$ cat config.mk
export PLATFORM = sky130hd
export DESIGN_NAME = systolic_loader
export DESIGN_NICKNAME = d
export VERILOG_FILES = /design/src/rtl/systolic_loader.sv
export SDC_FILE = /design/constraint.sdc
export NUM_CORES = 1
export LEC_CHECK = 0
export ABC_CLOCK_PERIOD_IN_PS = 1800
export CORE_ASPECT_RATIO = 0.8
export CORE_UTILIZATION = 55
export DETAILED_ROUTE_END_ITERATION = 8
export DONT_BUFFER_PORTS = 1
export GPL_TIMING_DRIVEN = 0
export PLACE_DENSITY_LB_ADDON = 0.05
export SLEW_MARGIN = 25
export SYNTH_ARGS = -nofsm -noshare
export SYNTH_HDL_FRONTEND = slang
export SYNTH_SLANG_ARGS = --single-unit
export TNS_END_PERCENT = 100
$ cat constraint.sdc
create_clock -name clk -period 1.8 [get_ports clk]
set_input_delay 0.36 -clock clk [delete_from_list [all_inputs] [get_ports clk]]
set_output_delay 0.36 -clock clk [all_outputs]
set_load 0.02 [all_outputs]
$ cat src/rtl/systolic_loader.sv
`default_nettype none
// ============================================================================
// Module   : systolic_loader
// Brief    : Serial operand loader that drives the NOR systolic grid, waits
//            for it to settle and hands the captured output bit downstream.
// Revision : 1.0 - initial release
// ============================================================================
module systolic_loader #(
  parameter int ROW    = 4,
  parameter int COLUMN = 8,
  parameter int SETTLE = 3
) (
  input  logic              clk,
  input  logic              reset,
  input  logic              clear,
  input  logic              serIn,
  input  logic              serValid,
  output logic              serReady,
  output logic [ROW-1:0]    rowOut,
  output logic [COLUMN-1:0] colOut,
  input  logic              gridOut,
  output logic              result,
  output logic              resultValid,
  input  logic              resultReady,
  output logic              busy
);

  localparam int              C_NBITS       = ROW + COLUMN;
  localparam int              C_CNT_W       = (C_NBITS > 1) ? $clog2(C_NBITS) : 1;
  localparam logic [C_CNT_W-1:0] C_LAST_BIT = C_CNT_W'(C_NBITS - 1);
  localparam logic [7:0]      C_SETTLE_LAST = 8'(SETTLE - 1);

  typedef enum logic [1:0] {
    S_LOAD   = 2'd0,
    S_SETTLE = 2'd1,
    S_HOLD   = 2'd2
  } state_t;

  state_t               state_q;
  logic [C_CNT_W-1:0]   bitCnt_q;
  logic [7:0]           settleCnt_q;
  logic [C_NBITS-1:0]   shadow_q;
  logic [C_NBITS-1:0]   shadow_d;

  // Shift right so the first streamed bit ends up at shadow bit 0.
  assign shadow_d = {serIn, shadow_q[C_NBITS-1:1]};

  always_ff @(posedge clk) begin
    if (reset) begin
      state_q     <= S_LOAD;
      bitCnt_q    <= '0;
      settleCnt_q <= '0;
      shadow_q    <= '0;
      rowOut      <= '0;
      colOut      <= '0;
      result      <= 1'b0;
      resultValid <= 1'b0;
      busy        <= 1'b0;
      serReady    <= 1'b1;
    end else if (clear) begin
      // Grid operands and last result are deliberately left untouched.
      state_q     <= S_LOAD;
      bitCnt_q    <= '0;
      settleCnt_q <= '0;
      resultValid <= 1'b0;
      busy        <= 1'b0;
      serReady    <= 1'b1;
    end else begin
      case (state_q)
        S_LOAD: begin
          if (serValid) begin
            shadow_q <= shadow_d;
            if (bitCnt_q == C_LAST_BIT) begin
              rowOut      <= shadow_d[ROW-1:0];
              colOut      <= shadow_d[C_NBITS-1:ROW];
              bitCnt_q    <= '0;
              settleCnt_q <= '0;
              state_q     <= S_SETTLE;
              serReady    <= 1'b0;
              busy        <= 1'b1;
            end else begin
              bitCnt_q <= bitCnt_q + 1'b1;
            end
          end
        end
        S_SETTLE: begin
          if (settleCnt_q == C_SETTLE_LAST) begin
            result      <= gridOut;
            resultValid <= 1'b1;
            state_q     <= S_HOLD;
          end else begin
            settleCnt_q <= settleCnt_q + 8'd1;
          end
        end
        S_HOLD: begin
          if (resultReady) begin
            state_q     <= S_LOAD;
            resultValid <= 1'b0;
            busy        <= 1'b0;
            serReady    <= 1'b1;
          end
        end
        default: begin
          state_q     <= S_LOAD;
          bitCnt_q    <= '0;
          settleCnt_q <= '0;
          resultValid <= 1'b0;
          busy        <= 1'b0;
          serReady    <= 1'b1;
        end
      endcase
    end
  end

endmodule
`default_nettype wire

# [Word-level counts from Yosys, hierarchy flattened]
# Cells that the tools add are included.
[classes] addsub=2 mul=0 div=0 n_lt_le_gt_ge=0 eq_ne=9 shifts=0 n_mux=22 n_bitwise=5 n_reduce_logical=11
[ops] op="$mux W8" n=3
[ops] op="$pmux W8 S3" n=1
[ops] op="$reduce_and A4 Y1" n=4
[ops] op="$ne A2 B2 Y1 const B" n=5
[ops] op="$pmux W1 S3" n=3
[ops] op="$reduce_and A3 Y1" n=3
[ops] op="$add A8 B1 Y8 const B" n=1
[ops] op="$eq A8 B2 Y1 const B" n=1
[ops] op="$mux W2" n=4
[ops] op="$mux W4" n=2
[ops] op="$pmux W4 S2" n=1
[ops] op="$mux W1" n=7
[ops] op="$pmux W2 S3" n=1
[ops] op="$not A1 Y1" n=5
[ops] op="$add A4 B1 Y4 const B" n=1
[ops] op="$eq A4 B4 Y1 const B" n=1
[ops] op="$reduce_or A2 Y1" n=2
[ops] op="$eq A2 B1 Y1 const B" n=1
[ops] op="$eq A2 B2 Y1 const B" n=1
[ops] op="$logic_not A2 Y1" n=1
[ops] op="$reduce_and A2 Y1" n=1
[word_totals] register_bits=42 latch_bits=0 ram_bits=0 mem_bits_ro=0 input_bits=7 output_inout_bits=16 mem_count=0

# [Longest topological paths before layout]
[logic_depth] word_depth=4 mapped_depth=7

# [Worst setup path after synthesis]
# OpenSTA, ideal clock, no wires.
[synth_path] kind="reg-to-reg" from="reg settleCnt_q[0]" to="reg settleCnt_q[2]" setup_time_ps=74 arrival_time_ps=1634 required_ps=1726 setup_slack_ps=92 path_stages_with_launch=8 n_path_buf=1 synth_period_minus_slack_ps=1708 path_cell_list="dfxtp_1 > inv_1 > ha_1 > nor4b_1 > and2_1 > clkbuf_4 > or4_1 > a31oi_1"
[synth_via] elab_chain_cells=3 word_cells_on_any_way=6
[synth_lines] element="from (decl)" line="41" text="logic [7:0] settleCnt_q;"
[synth_lines] element="from (signal assigned)" line="92" text="settleCnt_q <= settleCnt_q + 8'd1;"
[synth_lines] element="$add A8 B1 Y8 / $eq A8 B2 Y1 (equally long branches)" line="92, 87"
[synth_lines] element="$mux W8 / $ne A2 B2 Y1 (equally long branches)"
[synth_lines] element="$pmux W8 S3 / $reduce_and A4 Y1 (equally long branches)"
# Parallel ways exist; a longest one is shown, timed or not. The select of a mux whose other input is x is not followed.
# A chain may end at the register's enable or synchronous reset.

# [Final worst setup path]
[layout_path] from="reg bitCnt_q[0]" to="reg settleCnt_q[2]"
[layout_via] elab_chain_cells=3
[layout_lines] element="from (decl)" line="40" text="logic [C_CNT_W-1:0] bitCnt_q;"
[layout_lines] element="from (signal assigned)" line="82" text="bitCnt_q <= bitCnt_q + 1'b1;"
[layout_lines] element="$eq A4 B4 Y1" line="73" text="if (bitCnt_q == C_LAST_BIT) begin"
[layout_lines] element="$ne A2 B2 Y1 (no line)"
[layout_lines] element="$reduce_and A4 Y1 (no line)"
# Every way passes these cells.

==> results.toml <==
[run_status]
status = "finished clean"

[yosys]
synth_ff_type = "dfxtp_1"
postSynthNetCount = 241
synth_edf_count = 0
seq_area_frac_synth_pct = 44.5
synth.cell_area_um2 = 1840
synth.avg_cell_area_um2 = 8.09
synth_cell_types = 39
syn_inst = 228
synth-seq-cells = 41
yosysWarnings = 0
async_reset_ff_share_pct = 0

[global_routing]
grt_pass1_wl_um = 6510
grtUsageTotal_pct = 24.9
grt_antenna_before_repair = 0
grt_overflow = 0
grt_pass1_vias = 1362
grt_max_degree = 14

[placed_design]
io_buffers = 0
postPlaceCellArea_um2 = 1890
pre_cts_ws_ns = -0.0587
gp_congestion = 0.835
dpl.hpwl_um = 2820

[route]
ant_nets = 0
drcViolationCount = 0
dr_total_vias = 1596
dr.pass1.iters = 4
routedWlPerCell_um = 14.2
viasPerCell = 5.78
drt_iter0_drc = 178
wirelength_um = 3910

[timing]
tightest_slew_ns = 0.464
final-setup-viol-count = 0
finalMaxSlewViolations = 0
finalCritPeriodShare_pct = 94.0
slew_headroom_pct = 69.1
hold_slack_ns = 0.184
final_hold_viol_count = 0
fin_ws_ns = 0.109
fmax_mhz = 591
period_minus_slack_ns = 1.69
finClkSkew_ns = 0.00785
rsz0062_at_grt = "no"

[die]
rows = 18
start_util_pct = 58.9
fp.dieArea_um2 = 3590
fp.dieW_um = 66.7
core_area_um2 = 3130
num_io_pins = 23
die_y_um = 53.8

[power_and_ir_drop]
p_leak_nw = 0.678
ir_worst_vdd_v = 0.000630
power.density_nw_per_um2 = 772

[cells_and_area]
fin_util_pct = 64.8
area_growth_syn_to_layout_pct = 10.0
drive_above_1_share_pct = 11.4
antenna_cells = 0
fin_area_um2 = 2030
layout.nets = 248

[clock_tree]
cts_tree = "built"
cts_buffers = 5
cts_root_buf = "clkbuf_8"
clkSinkCount = 41
clkTransAtPathRegs_ns = 0.08
cts_max_path_buffers = 2
insertion_delay_ns = 0.31
htree_num_levels = 2

[worst_setup_path]
worstSetupPathType = "reg -> reg"
startpoint_type = "flip-flop"
crit_path_end_kind = "flip-flop"
arrival_ns = 1.93
required_ns = 2.04
cp_max_fo = 5

[hold_path]
hold_path_class = "in -> reg"

[flow_run]
drv_cap = 0
[flip-flops by register name, summed over array words and instances, names as in the netlist]
register and flops:
bitCnt_q 4, busy 1, colOut 8, result 1, resultValid 1, rowOut 4
serReady 1, settleCnt_q 8, shadow_q 11, state_q 2
[through the flow]
step | power [mW] | instances | setup TNS [ns]
finish | 1.57 | 276 | 0
global route | 1.61 | 276 | 0
CTS | 1.57 | 275 | 0
detailed placement | 0.981 | 268 | -0.195
global placement | 0.979 | 268 | 0
floorplan | 0.969 | 228 | 0
[worst paths after layout]
kind	slack, ns	start	to	cells past startpoint
hold / removal	0.18	serIn	colOut[7]$_SDFFE_PP0P_	2
setup reg to reg	0.11	bitCnt_q[0]$_SDFFE_PP0P_	settleCnt_q[2]$_SDFFE_PP0P_	5
setup / recovery	0.11	bitCnt_q[0]$_SDFFE_PP0P_	settleCnt_q[2]$_SDFFE_PP0P_	5
hold reg to reg	0.46	shadow_q[1]$_SDFFE_PP0P_	rowOut[0]$_SDFFE_PP0P_	2
[synthesized netlist by cell type, types with 3 or more instances]
cell type,number,area [um^2]
nand2_1,63,236
dfxtp_1,41,821
a21oi_1,33,165
nor2_1,10,37.5
clkbuf_1,8,30.0
ha_1,6,75.1
inv_1,6,22.5
o21ai_0,6,30.0
nand3_1,5,25.0
nor3_1,5,25.0
nand3b_1,4,30.0
a211oi_1,3,22.5
a31oi_1,3,18.8
nand4_1,3,18.8
[report_power, final]
group          switching, mW  internal, mW
logic                 0.0333        0.0158
clock network          0.340         0.268
registers            0.00311         0.908
total                  0.376          1.19
[layer usage]
layer	track usage (%)	vias to the layer above	share of wire (%)
met5	0	-	0
met4	11.7	0	2.5
met3	6.36	10	5.1
met2	34.5	39	42
met1	35.8	746	50
li1	-	801	-
[cell usage in the layout (no fill, tap or decap), types with 5 or more instances in the layout]
cell / synthesis / routed
dfxtp_1: 41 / 38
a21oi_1: 33 / 32
nor2_1: 10 / 10
clkbuf_8: 2 / 7
nand2_1: 63 / 63
clkbuf_1: 8 / 5
nor3_1: 5 / 5
o21ai_0: 6 / 6
inv_1: 6 / 6
nand3_1: 5 / 5
[cell families (layout without fill, tap and decap cells)]
kind of cell | Yosys count | in the layout | synth area share (%)
AND/OR/NAND/NOR | 105 | 105 | 27.2
buffers and inverters | 19 | 27 | 5.83
multiplexers | 2 | 2 | 1.09
adder cells (fa/ha/maj) | 6 | 6 | 4.07
AO/OA/AOI/OAI | 55 | 55 | 17.3
flip-flops | 41 | 41 | 44.5
[area by class of cell]
class | instances | area, um^2
inverter | 6 | 22.5
buffer | 12 | 83.8
multi-input combinational | 168 | 952
fill | 267 | 1100
clock buffer | 5 | 68.8
sequential | 41 | 827
tap | 40 | 50.0
clock inverter | 3 | 17.5
timing repair buffer | 1 | 7.51
[worst max-delay path: stages (launching register included)]
cell,delay [ns]
dfxtp_2,0.38
ha_4,0.18
nand4b_4,0.16
a21o_1,0.27
or4_1,0.51
a31oi_1,0.14
[repair_timing]
action	in CTS	in global routing
resized for setup	5	11
hold buffers	0	0
endpoints found under the setup margin	9	27
buffers inserted	0	1
pin swaps	0	2
Note: power is estimated with default switching activity, not from simulation.
